### src/rtl/adc_scan_sequencer.sv
// Round-robin scan sequencer for the LTC2308 conversion engine: walks the enabled
// channels with a 4-phase req/done handshake and keeps the latest result per channel.
module adc_scan_sequencer #(
    parameter int unsigned SCAN_INTERVAL = 15000,
    parameter int unsigned TIMEOUT       = 2000
) (
    input  logic        CLOCK_50,
    input  logic        reset_n,
    input  logic        scan_en,
    input  logic [7:0]  ch_mask,
    input  logic        err_clr,
    output logic        adc_req,
    output logic [2:0]  adc_chan,
    input  logic        adc_done,
    input  logic [11:0] adc_result,
    output logic [95:0] ch_data,
    output logic [7:0]  ch_valid,
    output logic        data_strobe,
    output logic [2:0]  data_chan,
    output logic        frame_done,
    output logic        timeout_err,
    output logic        busy
);

    localparam int unsigned CNT_MAX = (TIMEOUT > SCAN_INTERVAL) ? TIMEOUT : SCAN_INTERVAL;
    localparam int          CNT_W   = $clog2(CNT_MAX + 1);
    localparam logic [CNT_W-1:0] TO_LAST = CNT_W'(TIMEOUT - 1);
    localparam logic [CNT_W-1:0] SI_LAST = CNT_W'(SCAN_INTERVAL - 1);

    typedef enum logic [2:0] {
        S_IDLE,
        S_START,
        S_CONVERT,
        S_STORE,
        S_NEXT,
        S_WAIT
    } state_t;

    function automatic logic [2:0] lowest_bit(input logic [7:0] m);
        lowest_bit = 3'd0;
        for (int i = 7; i >= 0; i--) begin
            if (m[i]) lowest_bit = 3'(i);
        end
    endfunction

    // {found, index} of the lowest mask bit strictly above cur
    function automatic logic [3:0] next_above(input logic [7:0] m, input logic [2:0] cur);
        next_above = 4'd0;
        for (int i = 7; i >= 0; i--) begin
            if (m[i] && (i > int'(cur))) next_above = {1'b1, 3'(i)};
        end
    endfunction

    state_t           state_q, state_d;
    logic             adc_req_q, adc_req_d;
    logic [2:0]       adc_chan_q, adc_chan_d;
    logic [7:0]       mask_q, mask_d;
    logic [CNT_W-1:0] cnt_q, cnt_d;
    logic [7:0]       ch_valid_q, ch_valid_d;
    logic             data_strobe_q, data_strobe_d;
    logic [2:0]       data_chan_q, data_chan_d;
    logic             frame_done_q, frame_done_d;
    logic             timeout_err_q, timeout_err_d;
    logic             busy_q, busy_d;
    logic [11:0]      ch_data_q [8];
    logic             sync1_q, done_s_q, done_s_dly_q;
    logic             done_rise;
    logic             store_en;
    logic             timeout_set;
    logic [3:0]       nxt;

    assign done_rise = done_s_q & ~done_s_dly_q;
    assign nxt       = next_above(mask_q, adc_chan_q);

    always_ff @(posedge CLOCK_50 or negedge reset_n) begin
        if (!reset_n) begin
            sync1_q      <= 1'b0;
            done_s_q     <= 1'b0;
            done_s_dly_q <= 1'b0;
        end else begin
            sync1_q      <= adc_done;
            done_s_q     <= sync1_q;
            done_s_dly_q <= done_s_q;
        end
    end

    always_comb begin
        state_d       = state_q;
        adc_req_d     = adc_req_q;
        adc_chan_d    = adc_chan_q;
        mask_d        = mask_q;
        cnt_d         = cnt_q;
        ch_valid_d    = ch_valid_q;
        data_strobe_d = 1'b0;
        data_chan_d   = data_chan_q;
        frame_done_d  = 1'b0;
        store_en      = 1'b0;
        timeout_set   = 1'b0;
        case (state_q)
            S_IDLE: begin
                adc_req_d = 1'b0;
                if (scan_en && (ch_mask != 8'd0)) begin
                    mask_d     = ch_mask;
                    adc_chan_d = lowest_bit(ch_mask);
                    state_d    = S_START;
                end
            end
            S_START: begin
                // previous handshake must have returned to zero first
                if (!done_s_q) begin
                    adc_req_d = 1'b1;
                    cnt_d     = '0;
                    state_d   = S_CONVERT;
                end
            end
            S_CONVERT: begin
                cnt_d = cnt_q + CNT_W'(1);
                if (done_rise) begin
                    state_d = S_STORE;
                end else if (cnt_q == TO_LAST) begin
                    adc_req_d   = 1'b0;
                    timeout_set = 1'b1;
                    state_d     = S_NEXT;
                end
            end
            S_STORE: begin
                adc_req_d              = 1'b0;
                store_en               = 1'b1;
                ch_valid_d[adc_chan_q] = 1'b1;
                data_chan_d            = adc_chan_q;
                data_strobe_d          = 1'b1;
                state_d                = S_NEXT;
            end
            S_NEXT: begin
                if (!scan_en) begin
                    state_d = S_IDLE;
                end else if (nxt[3]) begin
                    adc_chan_d = nxt[2:0];
                    state_d    = S_START;
                end else begin
                    frame_done_d = 1'b1;
                    cnt_d        = '0;
                    if (SCAN_INTERVAL == 0) begin
                        if (ch_mask != 8'd0) begin
                            mask_d     = ch_mask;
                            adc_chan_d = lowest_bit(ch_mask);
                            state_d    = S_START;
                        end else begin
                            state_d = S_IDLE;
                        end
                    end else begin
                        state_d = S_WAIT;
                    end
                end
            end
            S_WAIT: begin
                cnt_d = cnt_q + CNT_W'(1);
                if (cnt_q == SI_LAST) begin
                    if (scan_en && (ch_mask != 8'd0)) begin
                        mask_d     = ch_mask;
                        adc_chan_d = lowest_bit(ch_mask);
                        state_d    = S_START;
                    end else begin
                        state_d = S_IDLE;
                    end
                end
            end
            default: state_d = S_IDLE;
        endcase
        // a timeout in the same cycle as err_clr keeps the flag set
        timeout_err_d = timeout_set ? 1'b1 : (err_clr ? 1'b0 : timeout_err_q);
        busy_d        = (state_d != S_IDLE);
    end

    always_ff @(posedge CLOCK_50 or negedge reset_n) begin
        if (!reset_n) begin
            state_q       <= S_IDLE;
            adc_req_q     <= 1'b0;
            adc_chan_q    <= 3'd0;
            mask_q        <= 8'd0;
            cnt_q         <= '0;
            ch_valid_q    <= 8'd0;
            data_strobe_q <= 1'b0;
            data_chan_q   <= 3'd0;
            frame_done_q  <= 1'b0;
            timeout_err_q <= 1'b0;
            busy_q        <= 1'b0;
            for (int i = 0; i < 8; i++) ch_data_q[i] <= 12'd0;
        end else begin
            state_q       <= state_d;
            adc_req_q     <= adc_req_d;
            adc_chan_q    <= adc_chan_d;
            mask_q        <= mask_d;
            cnt_q         <= cnt_d;
            ch_valid_q    <= ch_valid_d;
            data_strobe_q <= data_strobe_d;
            data_chan_q   <= data_chan_d;
            frame_done_q  <= frame_done_d;
            timeout_err_q <= timeout_err_d;
            busy_q        <= busy_d;
            if (store_en) ch_data_q[adc_chan_q] <= adc_result;
        end
    end

    for (genvar gi = 0; gi < 8; gi++) begin : g_ch_data
        assign ch_data[gi*12 +: 12] = ch_data_q[gi];
    end

    assign adc_req     = adc_req_q;
    assign adc_chan    = adc_chan_q;
    assign ch_valid    = ch_valid_q;
    assign data_strobe = data_strobe_q;
    assign data_chan   = data_chan_q;
    assign frame_done  = frame_done_q;
    assign timeout_err = timeout_err_q;
    assign busy        = busy_q;

endmodule

### config.mk
export PLATFORM = sky130hd
export DESIGN_NAME = adc_scan_sequencer
export DESIGN_NICKNAME = d
export VERILOG_FILES = /design/src/rtl/adc_scan_sequencer.sv
export SDC_FILE = /design/constraint.sdc
export NUM_CORES = 1
export LEC_CHECK = 0
export ABC_AREA = 1
export BUFFER_PORTS_ARGS = -buffer_cell sky130_fd_sc_hd__buf_2
export CORE_MARGIN = 4
export CORE_UTILIZATION = 40
export CTS_BUF_LIST = sky130_fd_sc_hd__clkbuf_16
export DETAILED_ROUTE_END_ITERATION = 8
export SYNTH_ARGS = -nofsm -noshare
export SYNTH_HDL_FRONTEND = slang
export SYNTH_SLANG_ARGS = --single-unit
### constraint.sdc
create_clock -name CLOCK_50 -period 1.77 [get_ports CLOCK_50]
set_clock_uncertainty 0.05 [all_clocks]
set_input_delay 0.0885 -clock CLOCK_50 [delete_from_list [all_inputs] [get_ports CLOCK_50]]
set_output_delay 0.0885 -clock CLOCK_50 [all_outputs]
set_load 0.02 [all_outputs]
==> impl_metrics.json <==
{
  "antenna_left": 0,
  "synth.top_cells.by_area": "sky130_fd_sc_hd__dfrtp_1 61%, sky130_fd_sc_hd__nand2_1 13%, sky130_fd_sc_hd__o21ai_0 8.8%",
  "cts_tree": "done",
  "detailedRoute.firstIterationViolations": 320,
  "initial_antenna_violation_count": 0,
  "number_of_standard_cells_after_synthesis": 627,
  "post-dp-hpwl_um": 11400,
  "die_area_mm2": 0.0166,
  "globalplace.congestion": 0.933,
  "rsz0062_at_grt": "yes",
  "share_of_synthesized_area_occupied_by_flip_flops_and_latches_pct": 61.0,
  "numClockSinks": 142,
  "report.final.setup_viol": 0,
  "run_status": "finished, final reports clean",
  "drc": 0,
  "grt_pass1_wl_um": 26000,
  "worstSetupStartpointType": "register",
  "dp_slack_ns": 0.0606,
  "number_of_vias_per_cell_after_detailed_routing": 4.89,
  "clk_pin_slew_worst_paths_ns": 0.06,
  "cts_root_buffer": "sky130_fd_sc_hd__clkbuf_16",
  "final_min_period_over_clock_period_pct": 94.6,
  "ys.warnings.count": 0,
  "layout-area-overhead-vs-synth_pct": 28.8,
  "timing.max_cap.violations": 0,
  "number_of_antenna_diodes": 0,
  "irDropWorstVdd_uv": 790,
  "ys_types": 32,
  "max-slew-margin-rel_pct": 67.3,
  "cp_max_fo": 5,
  "p_leak_nw": 3.83,
  "cp-end-kind": "register",
  "avgRoutedWirePerCell_um": 16.1,
  "critPathRequiredTime_ns": 2.02,
  "num_vias": 4845,
  "synth-seq-cells": 142,
  "drt_pre_antenna_iters": 5,
  "num_io_pins": 140,
  "number_of_global_route_vias_before_repair": 4918,
  "cts_buffers": 17,
  "synth_nets": 653,
  "htreeDepth": 4,
  "yosys.area.top_type": "sky130_fd_sc_hd__dfrtp_1",
  "synth_top_cell_area_share_pct": 61.0,
  "maxSlewViolCount": 0,
  "wl_um": 15900,
  "starting_density_pct": 41.5,
  "clk_latency_ns": 0.41,
  "number_of_hold_violations_in_the_final_report": 0,
  "max_clock_freq_mhz": 597,
  "cp_data_arrival_time_ns": 1.93,
  "fp.coreArea_mm2": 0.0140,
  "portBuffers": 139,
  "setup_total_negative_slack_ns": 0,
  "layout.nets": 824,
  "die-height_um": 129,
  "min-delay-path-class": "input port to register",
  "syn-mean-instance-area_um2": 9.29,
  "layout-drive-gt1-share_pct": 26.7,
  "max-clock-path-buffers": 2,
  "finalCriticalPeriod_ns": 1.67,
  "synth_edf_count": 0,
  "startpoint_to_endpoint_class_of_the_critical_path": "register to register",
  "globalRouteTotalUtil_pct": 20.2,
  "synth.cell_area_mm2": 0.00582,
  "cellPowerDensity_mw_per_mm2": 1770,
  "grt_max_degree": 49,
  "globalRoute.totalOverflow": 0,
  "fin_ws_ns": 0.0951,
  "postCtsSetupRepairBufs": 0,
  "ys_async_sr_fraction_pct": 100,
  "die_w_um": 129,
  "standard_cell_rows": 43,
  "synth_ff_type": "sky130_fd_sc_hd__dfrtp_1",
  "worstMarginPinSlew_ns": 0.490
}
==> synth_stat cells, drive strengths merged, types with 5 or more instances <==
cell and instances:
clkbuf 7, nor3 9, o21ai 113, nand3 31, nand4 5, inv 52, xor2 6, nand2 203
nor2 28, buf 14, dfrtp 142
==> flip-flops by register name (all words and copies together), names as in the netlist, 3 cells and up <==
signal / count
cnt_q: 14
ch_valid: 8
ch_data: 96
data_chan: 3
mask_q: 7
adc_chan: 3
state_q: 3
==> timing repair <==
| action | 4_1_cts | 5_1_grt |
|---|---|---|
| setup endpoints to repair | 0 | 38 |
| resized for setup | 0 | 14 |
| hold buffers | 11 | 0 |
| hold endpoints to repair | 96 | 0 |
==> cell families (layout without fill, tap and decap cells) <==
kind of cell,Yosys count,count (layout),share of synthesized area (%)
XOR/XNOR,7,7,1.05
AO/OA/AOI/OAI,122,122,10.7
adder cells (fa/ha/maj),1,1,0.215
AND/OR/NAND/NOR,282,282,21.0
flip-flops,142,142,61.0
buffers and inverters,73,256,5.93
==> cells in the final DEF (no fill, tap or decap), drive strengths merged <==
cell           n
nor4           3
bufinv         2
nand4          5
dlygate4sd3   11
clkinvlp       3
nand2        203
inv           56
nand3         31
o21ai        113
ha             1
nand3b         1
nor3           9
o211ai         1
xnor2          1
a21o           1
clkinv         5
a21oi          3
buf          162
dfrtp        142
xor2           6
or2            2
o31ai          3
a22oi          1
nor2          28
clkbuf        17
==> metal layers <==
metal | GRT usage, % | share of wire (%)
met1 | 26.5 | 44
met2 | 32.3 | 47
met3 | 6.56 | 7.3
met4 | 6.11 | 1.7
met5 | 0 | 0
==> worst max-delay path, stage by stage (launching register included) <==
cell,delay (ns)
sky130_fd_sc_hd__dfrtp_1,0.38
sky130_fd_sc_hd__ha_2,0.20
sky130_fd_sc_hd__nand2_2,0.09
sky130_fd_sc_hd__nor3_2,0.18
sky130_fd_sc_hd__nand2_1,0.09
sky130_fd_sc_hd__nand2_2,0.11
sky130_fd_sc_hd__buf_4,0.13
sky130_fd_sc_hd__nand3_1,0.15
sky130_fd_sc_hd__nand2_1,0.12
sky130_fd_sc_hd__nand2_1,0.06
==> layout make-up <==
type / instances / area, um^2
Fill cell: 1321 / 6540
Sequential cell: 142 / 3560
Multi-Input combinational cell: 412 / 1950
Timing Repair Buffer: 173 / 997
Clock buffer: 17 / 425
Tap cell: 180 / 225
Inverter: 52 / 195
Clock inverter: 14 / 144
==> power breakdown <==
part           switching [mW]  internal, mW  leakage, nW
Clock                    1.36          2.06        0.275
Sequential              0.721          4.35         1.55
Combinational            3.18          1.58         2.00
Total                    5.26          8.00         3.83
==> metrics by stage <==
stage	instance area, um^2	util [%]	hold slack [ns]	instances	total power [mW]
floorplan	5820	-	-0.257	627	8.00
global placement	6790	48.3	0.0119	948	9.74
detailed placement	6790	48.3	0.0121	948	9.84
CTS	7460	53.2	0.0501	990	13.3
global route	7500	53.4	0.0678	990	14.1
finish	7500	53.4	0.0657	990	13.3
==> worst paths after layout <==
kind                            slack (ns)     endpoint            from  cells past startpoint
worst min-delay path                  0.07  ch_data[83]  adc_result[11]                      3
worst max-delay path                   0.1  adc_chan[1]        cnt_q[0]                      9
max in group asynchronous             0.89  ch_data[24]         reset_n                      3
worst min register to register        0.30     done_s_q         sync1_q                      0
worst max register to register         0.1  adc_chan[1]        cnt_q[0]                      9
min in group asynchronous             0.12   state_q[1]         reset_n                      2
Note: power is estimated with default switching activity, not from simulation.
